===== config.mk =====
export PLATFORM = sky130hd
export DESIGN_NAME = fabric_config_loader
export DESIGN_NICKNAME = d
export VERILOG_FILES = /design/src/rtl/fabric_config_loader.sv
export SDC_FILE = /design/constraint.sdc
export NUM_CORES = 1
export LEC_CHECK = 0
export ABC_AREA = 1
export CORE_ASPECT_RATIO = 1.1
export CORE_UTILIZATION = 40
export DETAILED_ROUTE_END_ITERATION = 10
export SYNTH_ARGS = -nofsm -noshare
export SYNTH_HDL_FRONTEND = slang
export SYNTH_SLANG_ARGS = --single-unit

===== constraint.sdc =====
create_clock -name clk -period 3.23 [get_ports clk]
set_input_delay 0.4845 -clock clk [delete_from_list [all_inputs] [get_ports clk]]
set_output_delay 0.4845 -clock clk [all_outputs]
set_load 0.03 [all_outputs]

===== src/rtl/fabric_config_loader.sv =====
// Serializes host config words LSB-first into the fabric shift chain, returns tail bits as readback words,
// then strobes set; 1 bit/cycle with >=1 idle cycle per word, host stalled via in_ready, readback has no backpressure.
module fabric_config_loader #(
  parameter int WORD_W     = 32,
  parameter int CHAIN_LEN  = 1024,
  parameter int SET_CYCLES = 2,
  parameter int CNT_W      = $clog2(CHAIN_LEN + 1)
) (
  input  logic              clk,
  input  logic              rst,
  input  logic              start,
  input  logic [WORD_W-1:0] in_data,
  input  logic              in_valid,
  output logic              in_ready,
  output logic [WORD_W-1:0] rb_data,
  output logic              rb_valid,
  output logic              cfg_shift_out,
  output logic              cfg_set_out,
  output logic              cfg_cen,
  input  logic              cfg_shift_return,
  output logic              busy,
  output logic              done
);

  localparam int IW = (WORD_W > 1) ? $clog2(WORD_W) : 1;
  localparam int SW = $clog2(SET_CYCLES + 1);

  typedef enum logic [2:0] {IDLE, WAIT_WORD, SHIFT, SET, DONE} state_t;

  state_t            state, state_nxt;
  logic [WORD_W-1:0] shreg;
  logic [WORD_W-1:0] rb;
  logic [IW-1:0]     idx;
  logic [CNT_W-1:0]  total;
  logic [SW-1:0]     set_cnt;
  logic              rb_vld_q;
  logic              chain_full;
  logic              last_bit;

  // chain_full marks the final chain bit, which may end a partial word early
  assign chain_full = (total == CNT_W'(CHAIN_LEN - 1));
  assign last_bit   = (idx == IW'(WORD_W - 1)) || chain_full;
  assign rb_data    = rb;
  assign rb_valid   = rb_vld_q;

  always_ff @(posedge clk or negedge rst) begin
    if (!rst) state <= IDLE;
    else      state <= state_nxt;
  end

  always_comb begin
    state_nxt     = state;
    in_ready      = 1'b0;
    cfg_cen       = 1'b0;
    cfg_shift_out = 1'b0;
    cfg_set_out   = 1'b0;
    busy          = 1'b1;
    done          = 1'b0;
    case (state)
      IDLE: begin
        busy = 1'b0;
        if (start) state_nxt = WAIT_WORD;
      end
      WAIT_WORD: begin
        in_ready = 1'b1;
        if (in_valid) state_nxt = SHIFT;
      end
      SHIFT: begin
        cfg_cen       = 1'b1;
        cfg_shift_out = shreg[0];
        if (last_bit) state_nxt = chain_full ? SET : WAIT_WORD;
      end
      SET: begin
        cfg_cen     = 1'b1;
        cfg_set_out = 1'b1;
        if (set_cnt == SW'(SET_CYCLES - 1)) state_nxt = DONE;
      end
      DONE: begin
        done      = 1'b1;
        state_nxt = IDLE;
      end
      default: state_nxt = IDLE;
    endcase
  end

  always_ff @(posedge clk or negedge rst) begin
    if (!rst) begin
      shreg    <= '0;
      rb       <= '0;
      idx      <= '0;
      total    <= '0;
      set_cnt  <= '0;
      rb_vld_q <= 1'b0;
    end else begin
      rb_vld_q <= 1'b0;
      case (state)
        IDLE: begin
          if (start) begin
            total <= '0;
            rb    <= '0;
          end
        end
        WAIT_WORD: begin
          // rb is cleared per word so unused upper bits of a partial word read 0
          if (in_valid) begin
            shreg <= in_data;
            idx   <= '0;
            rb    <= '0;
          end
        end
        SHIFT: begin
          shreg   <= shreg >> 1;
          rb[idx] <= cfg_shift_return;
          idx     <= idx + IW'(1);
          if (total != CNT_W'(CHAIN_LEN)) total <= total + CNT_W'(1);
          if (last_bit) begin
            rb_vld_q <= 1'b1;
            set_cnt  <= '0;
          end
        end
        SET: set_cnt <= set_cnt + SW'(1);
        default: ;
      endcase
    end
  end

endmodule


==> reports/results.ini <==
[status]
status = finished, final reports clean

[worst_setup_path]
max_stage_delay_ns = 0.69
crit_type = register to output pin
required_ns = 2.75
endpoint_kind = output pin
r2r-start = state[0]$_DFFE_PN0P_
critPathSlowestCell = clkdlybuf4s50_1
path_buf_inv = 2
rr_worst_depth = 7
crit_chain = inv_2, nand3_2, nor2_1, clkdlybuf4s50_1
cp_top_family = buffers and inverters
reg2reg_slack_ns = 1.20
arrival_ns = 2.04
cp_max_fo = 10
startpoint_type = register
rr_endpoint = shreg[25]$_DFFE_PN0P_

[yosys]
synthTopCellsByArea = dfrtp_1 46%, nand2_1 19%, nand3_1 6.1%, inv_1 4.5%, o211ai_1 3.0%
synth_edf_count = 0
async_reset_ff_share_pct = 100
synth_seq_cells = 86
yosysUniqueCellTypes = 28
synth_fp_nets = 661
synth_top_area_cell = dfrtp_1
yosysTopAreaCellShare_pct = 45.7
syn_area_um2 = 4710
synth-seq-area-share_pct = 45.7
syn_avg_cell_area_um2 = 7.65
yosys_most_used_dff = dfrtp_1
synth_warnings = 0
syn_inst = 616

[cts]
cts_setup_buffers = 0
cts.clk_slew.worst_paths_ns = 0.06
cts_max_level = 3
root_buffer = clkbuf_16
cts_num_sinks = 86
cts_hold_buf = 0
numCtsBuffers = 9
cts_resized = 0
cts_tree = done
worst_skew_pair.late_latency_ns = 0.35
clk_path_buf_depth = 2

[sta]
setup_ws_ns = 0.702
slew_viol_final = 0
fin_crit_ns = 2.53
worst_clock_skew_ns = 0.0113
hold_violations = 0
relSlewSlack_pct = 51.5
timing.final.crit_share_pct = 78.3
rsz0062_at_grt = no
fmax_mhz = 396
tns_ns = 0
setup_viol = 0
tightest_slew_ns = 0.726

[power_and_ir_drop]
power_uw = 4770
p_leak_uw = 0.00278
power_density_nw_per_um2 = 826
ir_drop_v = 0.000440

[finish]
fillerInstances = 1154
syn2layout_area_growth_pct = 22.5
drive_above_1_share_pct = 8.12
diodes = 0
nNetsFinal = 718
fin_area_um2 = 5770
utilization_pct = 50.3

[route]
wl_per_cell_um = 12.5
drt-vias-per-instance = 4.87
drt_iter0_markers = 138
drc = 0
wl_um = 10400
num_vias = 4027
dr.pass1.iters = 5
ant_nets = 0

[grt]
grt_pass1_vias = 3959
grt.total_usage_pct = 18.1
grt_pass1_wl_um = 17500
grt_max_degree = 105
antenna_found_initial = 0
grt.overflow.total = 0

[placement]
place_congestion = 0.838
place_ws_ns = 0.968
hpwl_um = 6990
port_buffers = 75
dpl_cell_area_um2 = 5500

[hold_path]
hold_class = input pin to async pin

[die]
start_util_pct = 41.0
num_rows = 41
die_y_um = 116
die-area_um2 = 12200
core-area_um2 = 11500
die_w_um = 105
io_pins = 76

[run]
cap_violations = 0

[worst register-to-register path, delay by kind of cell, from the launching register on]
kind / cells / cell delay [ns]
AND/OR/NAND/NOR: 3 / 0.86
flip-flops: 1 / 0.50
buffers and inverters: 2 / 0.40
AO/OA/AOI/OAI: 2 / 0.21
[power by group]
part           switching (µW)  total, µW  internal [µW]  leakage, µW
sequential                145       1510           1360      0.00113
clock                     424        979            555     0.000137
combinational            1520       2290            766      0.00151
[worst max path at each step]
stage / to / slack, ns / startpoint / cells past startpoint
detailed placement: rb_data[29]$_DFFE_PN0P_ / 0.97 / in_valid / 8
CTS: cfg_shift_out / 0.68 / state[0]$_DFFE_PN0P_ / 4
global placement: rb_data[23]$_DFFE_PN0P_ / 1.02 / in_valid / 8
finish: cfg_shift_out / 0.70 / state[0]$_DFFE_PN0P_ / 4
global route: cfg_shift_out / 0.59 / state[0]$_DFFE_PN0P_ / 4
floorplan: done / 1.54 / state[1]$_DFFE_PN0P_ / 2
[layout make-up]
type	count	area [µm²]	share of cell area, %
inverter	59	221	3.84
multi-input combinational	436	2120	36.7
timing repair buffer	81	818	14.2
tap	150	188	3.25
sequential	86	2150	37.3
clock inverter	4	22.5	0.390
clock buffer	11	253	4.38
[metrics by stage]
step                      instances  hold slack (ns)
after floorplan                 616            0.189
after global placement          812            0.438
after detailed placement        812            0.444
after CTS                       827           0.0707
after global routing            827           0.0881
final                           827           0.0650
[state kept, by name (all words and copies together) (netlist names)]
name      count
idx           5
rb_data      32
rb_valid      1
set_cnt       2
shreg        32
state         3
total        11
[cell families after synthesis]
kind of cell / Yosys count / share of synthesized area [%]
buffers and inverters: 94 / 9.45
AOI/OAI and AO/OA: 71 / 11.2
xor gates and xnor gates: 2 / 0.372
and+or+nand+nor: 355 / 31.2
DFF: 86 / 45.7
adders and majority gates: 8 / 2.12
[cells in the final DEF (no fill, tap or decap), drive strengths merged]
cell type / instances
nand2: 246
dfrtp: 86
clkdlybuf4s50: 74
inv: 59
nand3: 58
nor2: 38
o21ai: 36
o211ai: 29
clkbuf: 11
ha: 8
buf: 7
nand4: 6
o22ai: 4
or2: 3
clkinv: 3
nor3: 3
xor2: 2
o21bai: 2
nand3b: 1
clkinvlp: 1
[cells in the mapped netlist, types with 3 or more instances]
cell type,n
nand4_1,6
o211ai_2,10
clkbuf_1,11
ha_1,8
buf_6,8
o21ai_2,10
o21ai_1,17
o22ai_1,4
inv_1,57
o21ai_0,9
buf_4,5
nand2_1,244
or2_2,3
nor2_1,34
buf_2,11
nand3_1,57
o211ai_1,19
nor2_2,3
dfrtp_1,86
[routing by layer]
metal	global-route usage, %	vias up	part of all wire [%]
met5	0	-	0
met4	7.23	0	0.84
met3	3.21	6	2.7
met2	33.0	74	51
met1	21.3	1878	45
li1	-	2069	-
Note: power is estimated with default switching activity, not from simulation.
